===== config.mk =====
export PLATFORM = sky130hd
export DESIGN_NAME = word_entry_buffer
export DESIGN_NICKNAME = d
export VERILOG_FILES = /design/src/rtl/word_entry_buffer.sv
export SDC_FILE = /design/constraint.sdc
export NUM_CORES = 1
export LEC_CHECK = 0
export ABC_AREA = 1
export ABC_CLOCK_PERIOD_IN_PS = 2460
export CAP_MARGIN = 20
export CORE_MARGIN = 8
export CORE_UTILIZATION = 30
export CTS_BUF_LIST = sky130_fd_sc_hd__clkbuf_4
export CTS_CLUSTER_SIZE = 28
export DETAILED_ROUTE_END_ITERATION = 10
export GPL_ROUTABILITY_DRIVEN = 0
export GPL_TIMING_DRIVEN = 0
export SYNTH_ARGS = -nofsm -noshare
export SYNTH_HDL_FRONTEND = slang
export SYNTH_SLANG_ARGS = --single-unit

===== constraint.sdc =====
create_clock -name clock -period 2.46 [get_ports clock]
set_clock_uncertainty 0.2 [all_clocks]
set_input_delay 0.492 -clock clock [delete_from_list [all_inputs] [get_ports clock]]
set_output_delay 0.492 -clock clock [all_outputs]
set_load 0.005 [all_outputs]

===== src/rtl/word_entry_buffer.sv =====
// Keyboard-side front end for the letter-row renderer: holds the ten letter slots and cursor,
// issues one redraw per effective edit and parks at most one key while a redraw is in flight.
module word_entry_buffer (
  input  logic        clock,
  input  logic        reset,
  input  logic        key_valid,
  input  logic [7:0]  key_code,
  input  logic        draw_done,
  output logic [7:0]  first_letter,
  output logic [7:0]  second_letter,
  output logic [7:0]  third_letter,
  output logic [7:0]  fourth_letter,
  output logic [7:0]  fifth_letter,
  output logic [7:0]  sixth_letter,
  output logic [7:0]  seventh_letter,
  output logic [7:0]  eighth_letter,
  output logic [7:0]  ninth_letter,
  output logic [7:0]  tenth_letter,
  output logic [3:0]  letter_num,
  output logic        draw_start,
  output logic        word_submit,
  output logic [79:0] word_out,
  output logic        busy,
  output logic        overflow
);

  localparam int         NUM_LETTERS = 10;
  localparam logic [3:0] CUR_FULL    = 4'd10;
  localparam logic [7:0] BLANK       = 8'h20;

  typedef enum logic [2:0] {
    ST_INIT,
    ST_IDLE,
    ST_APPLY,
    ST_DRAW,
    ST_WAIT
  } state_t;

  state_t      state_q, state_d;
  logic [7:0]  key_q, key_d;
  logic        pend_vld_q, pend_vld_d;
  logic [7:0]  pend_q, pend_d;
  logic [7:0]  slots_q [NUM_LETTERS];
  logic [7:0]  slots_d [NUM_LETTERS];
  logic [3:0]  cur_q, cur_d;
  logic [79:0] word_out_q, word_out_d;
  logic        draw_start_q, draw_start_d;
  logic        word_submit_q, word_submit_d;
  logic        overflow_q, overflow_d;
  logic        busy_q;

  logic        is_upper, is_lower, is_letter, is_bksp, is_enter;
  logic [7:0]  up_code;
  logic [79:0] slots_flat;
  logic        consume;
  logic        key_direct;

  assign is_upper  = (key_q >= 8'h41) && (key_q <= 8'h5A);
  assign is_lower  = (key_q >= 8'h61) && (key_q <= 8'h7A);
  assign is_letter = is_upper || is_lower;
  assign is_bksp   = (key_q == 8'h08);
  assign is_enter  = (key_q == 8'h0D);
  assign up_code   = is_lower ? (key_q - 8'h20) : key_q;

  always_comb begin
    slots_flat = '0;
    for (int i = 0; i < NUM_LETTERS; i++) begin
      slots_flat[i*8 +: 8] = slots_q[i];
    end
  end

  // A key goes straight to key_q only when idle with nothing parked; otherwise it queues.
  assign key_direct = (state_q == ST_IDLE) && !pend_vld_q;

  always_comb begin
    state_d       = state_q;
    key_d         = key_q;
    pend_vld_d    = pend_vld_q;
    pend_d        = pend_q;
    slots_d       = slots_q;
    cur_d         = cur_q;
    word_out_d    = word_out_q;
    draw_start_d  = 1'b0;
    word_submit_d = 1'b0;
    overflow_d    = overflow_q;
    consume       = 1'b0;

    case (state_q)
      ST_INIT: begin
        state_d      = ST_DRAW;
        draw_start_d = 1'b1;
      end
      ST_IDLE: begin
        // A key parked on the same edge we dropped into IDLE still has to be served.
        if (pend_vld_q) begin
          key_d   = pend_q;
          consume = 1'b1;
          state_d = ST_APPLY;
        end else if (key_valid) begin
          key_d   = key_code;
          state_d = ST_APPLY;
        end
      end
      ST_APPLY: begin
        if (is_letter && (cur_q < CUR_FULL)) begin
          slots_d[cur_q] = up_code;
          cur_d          = cur_q + 4'd1;
          state_d        = ST_DRAW;
          draw_start_d   = 1'b1;
        end else if (is_bksp && (cur_q != 4'd0)) begin
          slots_d[cur_q - 4'd1] = BLANK;
          cur_d                 = cur_q - 4'd1;
          state_d               = ST_DRAW;
          draw_start_d          = 1'b1;
        end else if (is_enter && (cur_q == CUR_FULL)) begin
          word_out_d = slots_flat;
          for (int i = 0; i < NUM_LETTERS; i++) begin
            slots_d[i] = BLANK;
          end
          cur_d         = 4'd0;
          state_d       = ST_DRAW;
          draw_start_d  = 1'b1;
          word_submit_d = 1'b1;
        end else if (pend_vld_q) begin
          key_d   = pend_q;
          consume = 1'b1;
          state_d = ST_APPLY;
        end else begin
          state_d = ST_IDLE;
        end
      end
      ST_DRAW: begin
        state_d = ST_WAIT;
      end
      ST_WAIT: begin
        if (draw_done) begin
          if (pend_vld_q) begin
            key_d   = pend_q;
            consume = 1'b1;
            state_d = ST_APPLY;
          end else begin
            state_d = ST_IDLE;
          end
        end
      end
      default: state_d = ST_INIT;
    endcase

    if (key_valid && !key_direct) begin
      if (!pend_vld_q || consume) begin
        pend_d     = key_code;
        pend_vld_d = 1'b1;
      end else begin
        overflow_d = 1'b1;
      end
    end else if (consume) begin
      pend_vld_d = 1'b0;
    end
  end

  always_ff @(posedge clock) begin
    if (reset) begin
      state_q       <= ST_INIT;
      key_q         <= '0;
      pend_vld_q    <= 1'b0;
      pend_q        <= '0;
      for (int i = 0; i < NUM_LETTERS; i++) begin
        slots_q[i] <= BLANK;
      end
      cur_q         <= '0;
      word_out_q    <= '0;
      draw_start_q  <= 1'b0;
      word_submit_q <= 1'b0;
      overflow_q    <= 1'b0;
      busy_q        <= 1'b1;
    end else begin
      state_q       <= state_d;
      key_q         <= key_d;
      pend_vld_q    <= pend_vld_d;
      pend_q        <= pend_d;
      slots_q       <= slots_d;
      cur_q         <= cur_d;
      word_out_q    <= word_out_d;
      draw_start_q  <= draw_start_d;
      word_submit_q <= word_submit_d;
      overflow_q    <= overflow_d;
      busy_q        <= (state_d != ST_IDLE);
    end
  end

  assign first_letter   = slots_q[0];
  assign second_letter  = slots_q[1];
  assign third_letter   = slots_q[2];
  assign fourth_letter  = slots_q[3];
  assign fifth_letter   = slots_q[4];
  assign sixth_letter   = slots_q[5];
  assign seventh_letter = slots_q[6];
  assign eighth_letter  = slots_q[7];
  assign ninth_letter   = slots_q[8];
  assign tenth_letter   = slots_q[9];
  assign letter_num     = cur_q;
  assign draw_start     = draw_start_q;
  assign word_submit    = word_submit_q;
  assign word_out       = word_out_q;
  assign busy           = busy_q;
  assign overflow       = overflow_q;

endmodule


==> metrics, run 1 <==
status finished, final reports clean; final worst-path cycle share a little over nine tenths; Final Util slightly below 40%; Routed Antenna Nets 0; Rel. slew slack between 40% and 50%; max FFs per register 80; post-layout minimum cycle time between 2000 and 2500 ps; clk buf depth 2; RSZ-0062 raised after global routing yes; total track usage 18.0%; vias in the first global route 8170; largest stage delay on the critical path about 420 ps; Final WS setup between 100 and 150 ps; clock power share about 26%; Leak Pwr between 4 and 5 nW; final hold vios 0; Post-route DRC 0; mapped cell area approximately 8600 µm²; largest family of logic cells by synthesized area simple AND/OR/NAND/NOR gates; FMAX between 400 and 500 MHz; Largest delay share family, worst path simple AND/OR/NAND/NOR gates; met2 usage between 20 and 30%; mux share of post-synthesis cell area 1.16%; Core ar. about 28000 µm²; fraction of registers with async set/reset 0%; Port Buffers around 180; Starting Density just over 30%; Setup CP Type reg2reg; Buffers & Inverters on Critical Path 4; Critical-path top delay cell dfxtp_4; HPWL Detailed 22800 µm; DR WL/cell between 15 and 20 µm; Filler cells just over 3000; share of layout cells above drive strength 1 9.13%; Worst Hold Class reg2reg; WP data required between 2000 and 3000 ps; Die Wd 185 µm; syn avg cell area 6.91 µm²; CP Max Fanout 10; worst vdd ir approximately 340 µV; First DRT Iteration DRCs around 840; CTS sink cnt about 190; crit path DAT approximately 2600 ps; Vias about 9000; Synth Register Bits approximately 190; GRT overflow 0; predominant post-synthesis flop cell dfxtp_1; syn_nets approximately 1300; largest net degree at the start of global routing 17; Max H-tree Level 4; fin nets about 1500; simple-gate share of the synthesized area roughly 31%; # IOs 180; FF/Latch Area around 3800 µm²; vias per cell ~4.9; DRT Pass-1 Iters 6; Comb power frac 28.5%; pre-CTS setup slack -588 ps; power after layout approximately 7.3 mW; synthesized instance count ~1200; number of synthesized flops with an enable pin 0; Critical Path Start Type flop; TritonCTS buffer count 17; xor/xnor share of the synthesized area less than 1%; Post-Synth Adder-Cell Area between 1 and 1.5%; CTS tree done; area grow syn2layout 31.2%; Net Switching about 2.8 mW; root buf cell clkbuf_4; multi-input combinational cell area 4310 µm²; CP Capture Type flop; register share of total power between 40% and 50%; Max Cap Viol 0; GR peak layer met2; final WL roughly 32000 µm; CP most frequent cell nand2_1; GRT met3 Usage under 10%; global-route wire length before repair 48200 µm; setup_tns 0 ps; Final Slew Violations 0; critical path cell sequence inv_1 > ha_1 > nand2_1 > nand3_1 > nand2_1 > inv_2 > nand2_4 > nand2_8 > inv_2 > buf_6 > nand2_2 > nand2_1 > nand3_1; initial antenna violation count 1; # setup viols final 0; post-synthesis compound-gate area fraction around 16%; Power Density roughly 650 nW/µm²; clk_lat worst skew about 600 ps; clock slew at reported path FFs 160 ps; Power Internal around 4.5 mW; Seq/Total Area, Yosys 43.8%; switching part of the total power between 30% and 40%; Synth cell types 30; met1 GRT Util roughly a quarter; Worst Max-Slew Pin Slew 885 ps; synth warn 0; Rows just over 60; die height between 150 and 200 µm; die area ~34000 µm²
routing by layer:
metal,up-vias,share of wire (%)
met5,-,0
met4,0,2.1
met3,42,7.0
met2,302,45
met1,4217,45
li1,4478,-
stage by stage:
| stage | area [µm²] | instances | hold WS, ps |
|---|---|---|---|
| CTS | 11200 | 1840 | 265 |
| global placement | 10900 | 1806 | 244 |
| detailed placement | 10900 | 1806 | 247 |
| global route | 11300 | 1842 | 282 |
| floorplan | 8590 | 1244 | 247 |
| finish | 11300 | 1842 | 268 |
power by group through the flow:
stage          clock network, mW  logic (mW)  registers (mW)
6_report                    1.88        2.07            3.33
5_1_grt                     2.03        2.26            3.35
4_1_cts                     1.91        2.01            3.33
3_5_place_dp                   0        1.98            3.39
3_3_place_gp                   0        1.96            3.39
2_1_floorplan                  0        1.32            3.36
cell usage after synthesis, drive strengths merged, types with 4 or more instances:
library cell	number	area share [%]
a21oi	104	6.1
buf	26	1.8
clkbuf	45	2.0
dfxtp	188	44
ha	9	1.3
inv	68	3.0
mux2	8	1.0
nand2	271	12
nand3	137	8.0
nor2	205	9.5
nor3	4	0.23
o21ai	168	9.8
timing repair:
item                                    4_1_cts  5_1_grt
hold buffers                                  0        0
buffers inserted                              2        1
gates resized for setup                       9       25
endpoints found under the hold margin         0        0
pin swaps                                     1        0
endpoints found under the setup margin      170      174
placed cells by master, fill, tap and decap left out, types with 4 or more instances in the layout:
| master | instances |
|---|---|
| a21oi_1 | 104 |
| clkbuf_1 | 39 |
| o21ai_0 | 168 |
| clkdlybuf4s50_1 | 178 |
| nor2_2 | 20 |
| clkbuf_4 | 18 |
| mux2_2 | 8 |
| nor2_1 | 183 |
| ha_1 | 9 |
| buf_2 | 17 |
| inv_2 | 15 |
| clkbuf_2 | 6 |
| inv_6 | 4 |
| nand2_2 | 13 |
| inv_1 | 52 |
| clkinv_1 | 5 |
| dfxtp_1 | 184 |
| buf_6 | 5 |
| nand3_1 | 135 |
| nand2_1 | 254 |
cell type report:
cell class	count	share of cell area [%]
multi-input cells	917	38.2
inverters	68	2.31
clock inverters	15	1.50
well taps	384	4.26
repair buffers	181	16.1
clock buffers	17	1.13
flip-flops and latches	188	33.5
diodes	1	0.0222
plain buffers	71	3.02
worst min-delay path, cell delays in order, from the launching register on:
cell and delay [ps]:
dfxtp_1 340, inv_1 50, a21oi_1 60
final timing paths:
kind	slack, ps	cells after the start	startpoint	end
max	130	13	letter_num[1]	ninth_letter[5]
min	270	2	overflow	overflow
max reg2reg	130	13	letter_num[1]	ninth_letter[5]
min reg2reg	270	2	overflow	overflow
logic make-up after synthesis:
group / after synthesis
compound gates: 274
xor+xnor: 3
fa+ha+maj: 9
buf+inv: 139
flops: 188
mux: 9
simple gates: 622
Note: power is estimated with default switching activity, not from simulation.
==> run 2, diff against run 1 <==
--- a/config.mk
+++ b/config.mk
@@ -13,7 +13,6 @@
 export CTS_BUF_LIST = sky130_fd_sc_hd__clkbuf_4
 export CTS_CLUSTER_SIZE = 28
 export DETAILED_ROUTE_END_ITERATION = 10
-export GPL_ROUTABILITY_DRIVEN = 0
 export GPL_TIMING_DRIVEN = 0
 export SYNTH_ARGS = -nofsm -noshare
 export SYNTH_HDL_FRONTEND = slang
==> run 2 against run 1 <==
Compared with the run above: combinational power about the same; non-clock buffer count down 1; critical path type unchanged; sequential cell count unchanged; via count up 0.25%; clock power down 3%; sequential power about the same; largest cell class unchanged; critical path depth unchanged; total power down 0.47%; die area unchanged.
==> metrics, run 2 (synthesized netlist as in run 1, its figures left out) <==
final worst-path cycle share 96.3% (+1.6 points); RSZ-0062 raised after global routing yes; Max Cap Viol 0 (unchanged); Worst Max-Slew Pin Slew 880 ps (-5.43 ps); area grow syn2layout 31.4%; Power Density 641 nW/µm² (-0.64%); gpl congestion roughly 0.9; CTS tree done; Hold WS 292 ps (+24.0 ps); vias per cell 4.92 (+0.31%); most frequent cells in the layout nand2_1, dfxtp_1, nor2_1; register-to-register setup slack 90 ps (-40 ps); die height 185 µm (unchanged); global-route wire length before repair 47800 µm (-0.79%); Worst Hold Class reg2reg; Comb power frac 28.9% (+0.4 points); clock slew at reported path FFs 180 ps (+20 ps); Final Slew Violations 0 (unchanged); # IOs 180 (unchanged); GRT overflow 0 (unchanged); Post-route DRC 0 (unchanged); fin nets 1464 (-0.068%); Max H-tree Level 4 (unchanged); Power Internal 4.44 mW (-1.8%); dpl cells 1806 (unchanged); register share of total power 46.0% (+0.2 points); CTS sink cnt 188 (unchanged); clk buf depth 2 (unchanged); clk_lat worst skew 600 ps (about the same); CP Max Fanout 10 (unchanged); CP Capture Type flop; die area 34300 µm² (unchanged); Critical path origin letter_num[0]; FMAX 422 MHz (-1.6%); Post-Layout Cell Count 1841 (-0.054%); status finished, final reports clean; Port Buffers 178 (unchanged); Vias 9062 (+0.25%); share of layout cells above drive strength 1 9.41% (+0.28 points); HPWL Detailed 22700 µm (-0.24%); Core ar. 28500 µm² (unchanged); Worst Setup EP second_letter[5]; DR WL/cell 17.2 µm (-0.53%); DRT Pass-1 Iters 7 (+1); post-layout minimum cycle time 2370 ps (+38.7 ps); total track usage 17.9% (-0.16 points); First DRT Iteration DRCs 850 (+1.8%); max FFs per register 80 (unchanged); largest net degree at the start of global routing 18 (+1); crit path DAT 2630 ps (+40 ps); final WL 31700 µm (-0.58%); root buf cell clkbuf_4; Routed Antenna Nets 0 (unchanged); Starting Density 30.2% (unchanged); Critical Path Start Type flop; Reg-to-Reg End second_letter[5]; final hold vios 0 (unchanged); Rel. slew slack 41.4% (+0.36 points); Die Wd 185 µm (unchanged); initial antenna violation count 1 (unchanged); R2R Path Start letter_num[0]; Rows 62 (unchanged); switching part of the total power 38.8% (+0.83 points); vias in the first global route 8207 (+0.45%); R2R depth 13 (unchanged); Setup CP Type reg2reg; Net Switching 2.81 mW (+1.7%); worst vdd ir 342 µV (about the same); commonest non-fill, non-tap cell in the layout nand2_1; clock power share 25.1% (-0.7 points); TritonCTS buffer count 17 (unchanged); Leak Pwr 4.35 nW (about the same); WP data required 2720 ps (about the same); Filler cells 3008 (-0.53%); # setup viols final 0 (unchanged)
==> run 2: cell count changes in the layout (fill, tap and decap cells not counted), moves of 2 or more <==
| cell | previous run | this run |
|---|---|---|
| clkinv_1 | 5 | 1 |
| nand2_2 | 13 | 7 |
| clkinv_2 | 1 | 3 |
| nand2_4 | 3 | 9 |
==> run 2: area by class of cell <==
cell class | instances | area, µm² | share of cell area (%)
clock buffer | 17 | 128 | 1.13
timing repair buffer | 180 | 1800 | 15.9
sequential | 188 | 3770 | 33.4
clock inverter | 15 | 161 | 1.43
inverter | 68 | 260 | 2.30
buffer | 71 | 349 | 3.09
multi-input combinational | 917 | 4350 | 38.5
antenna | 1 | 2.50 | 0.0222
tap | 384 | 480 | 4.25
==> run 2: timing repair <==
action / 4_1_cts / 5_1_grt
pin swaps: 1 / 0
setup buffers: 2 / 0
cloned: 0 / 0
hold buffers: 0 / 0
setup endpoints to repair: 153 / 119
resized for setup: 9 / 36
==> run 2: stage by stage <==
step                TNS (ps)  utilization (%)  setup WS, ps  total power, mW  instance area, µm²
floorplan                  0                -           433             4.68                8590
global placement      -38900             38.1          -510             5.35               10900
detailed placement    -36300             38.1          -520             5.37               10900
CTS                        0             39.3          17.8             7.21               11200
global route           -86.4             39.7         -36.0             7.61               11300
finish                     0             39.7          92.0             7.25               11300
==> run 2: routing by layer <==
layer  vias to the layer above  routed length (µm)  global-route usage (%)
met5                         -                   0                       0
met4                         0                 299                    4.23
met3                        18                2660                    3.81
met2                       352               14900                    29.1
met1                      4220               13800                    23.8
li1                       4472                   -                       -
==> run 2: power groups by stage <==
stage          Clock (mW)  Combinational [mW]  Sequential, mW
2_1_floorplan           0                1.32            3.36
3_3_place_gp            0                1.96            3.39
3_5_place_dp            0                1.98            3.39
4_1_cts              1.87                2.01            3.33
5_1_grt              1.99                2.27            3.35
6_report             1.82                2.09            3.33
==> run 2: worst min-delay path by stage <==
stage                                  from               to  cells after the start
after floorplan                    overflow         overflow                      2
after global placement             overflow         overflow                      2
after detailed placement          pend_q[0]        pend_q[0]                      2
after CTS                             reset  fifth_letter[1]                      3
after global routing               overflow         overflow                      2
final                     seventh_letter[5]     word_out[53]                      2
==> run 2: critical path, stage by stage (launching register included) <==
cell and delay (ps):
dfxtp_4 430, inv_1 140, ha_1 260, nand2_1 130, nand3_1 110, nand2_1 120, inv_2 60, nand2_4 80
nand2_8 100, inv_2 120, buf_12 170, nand2_2 140, nand2_1 90, nand3_1 80
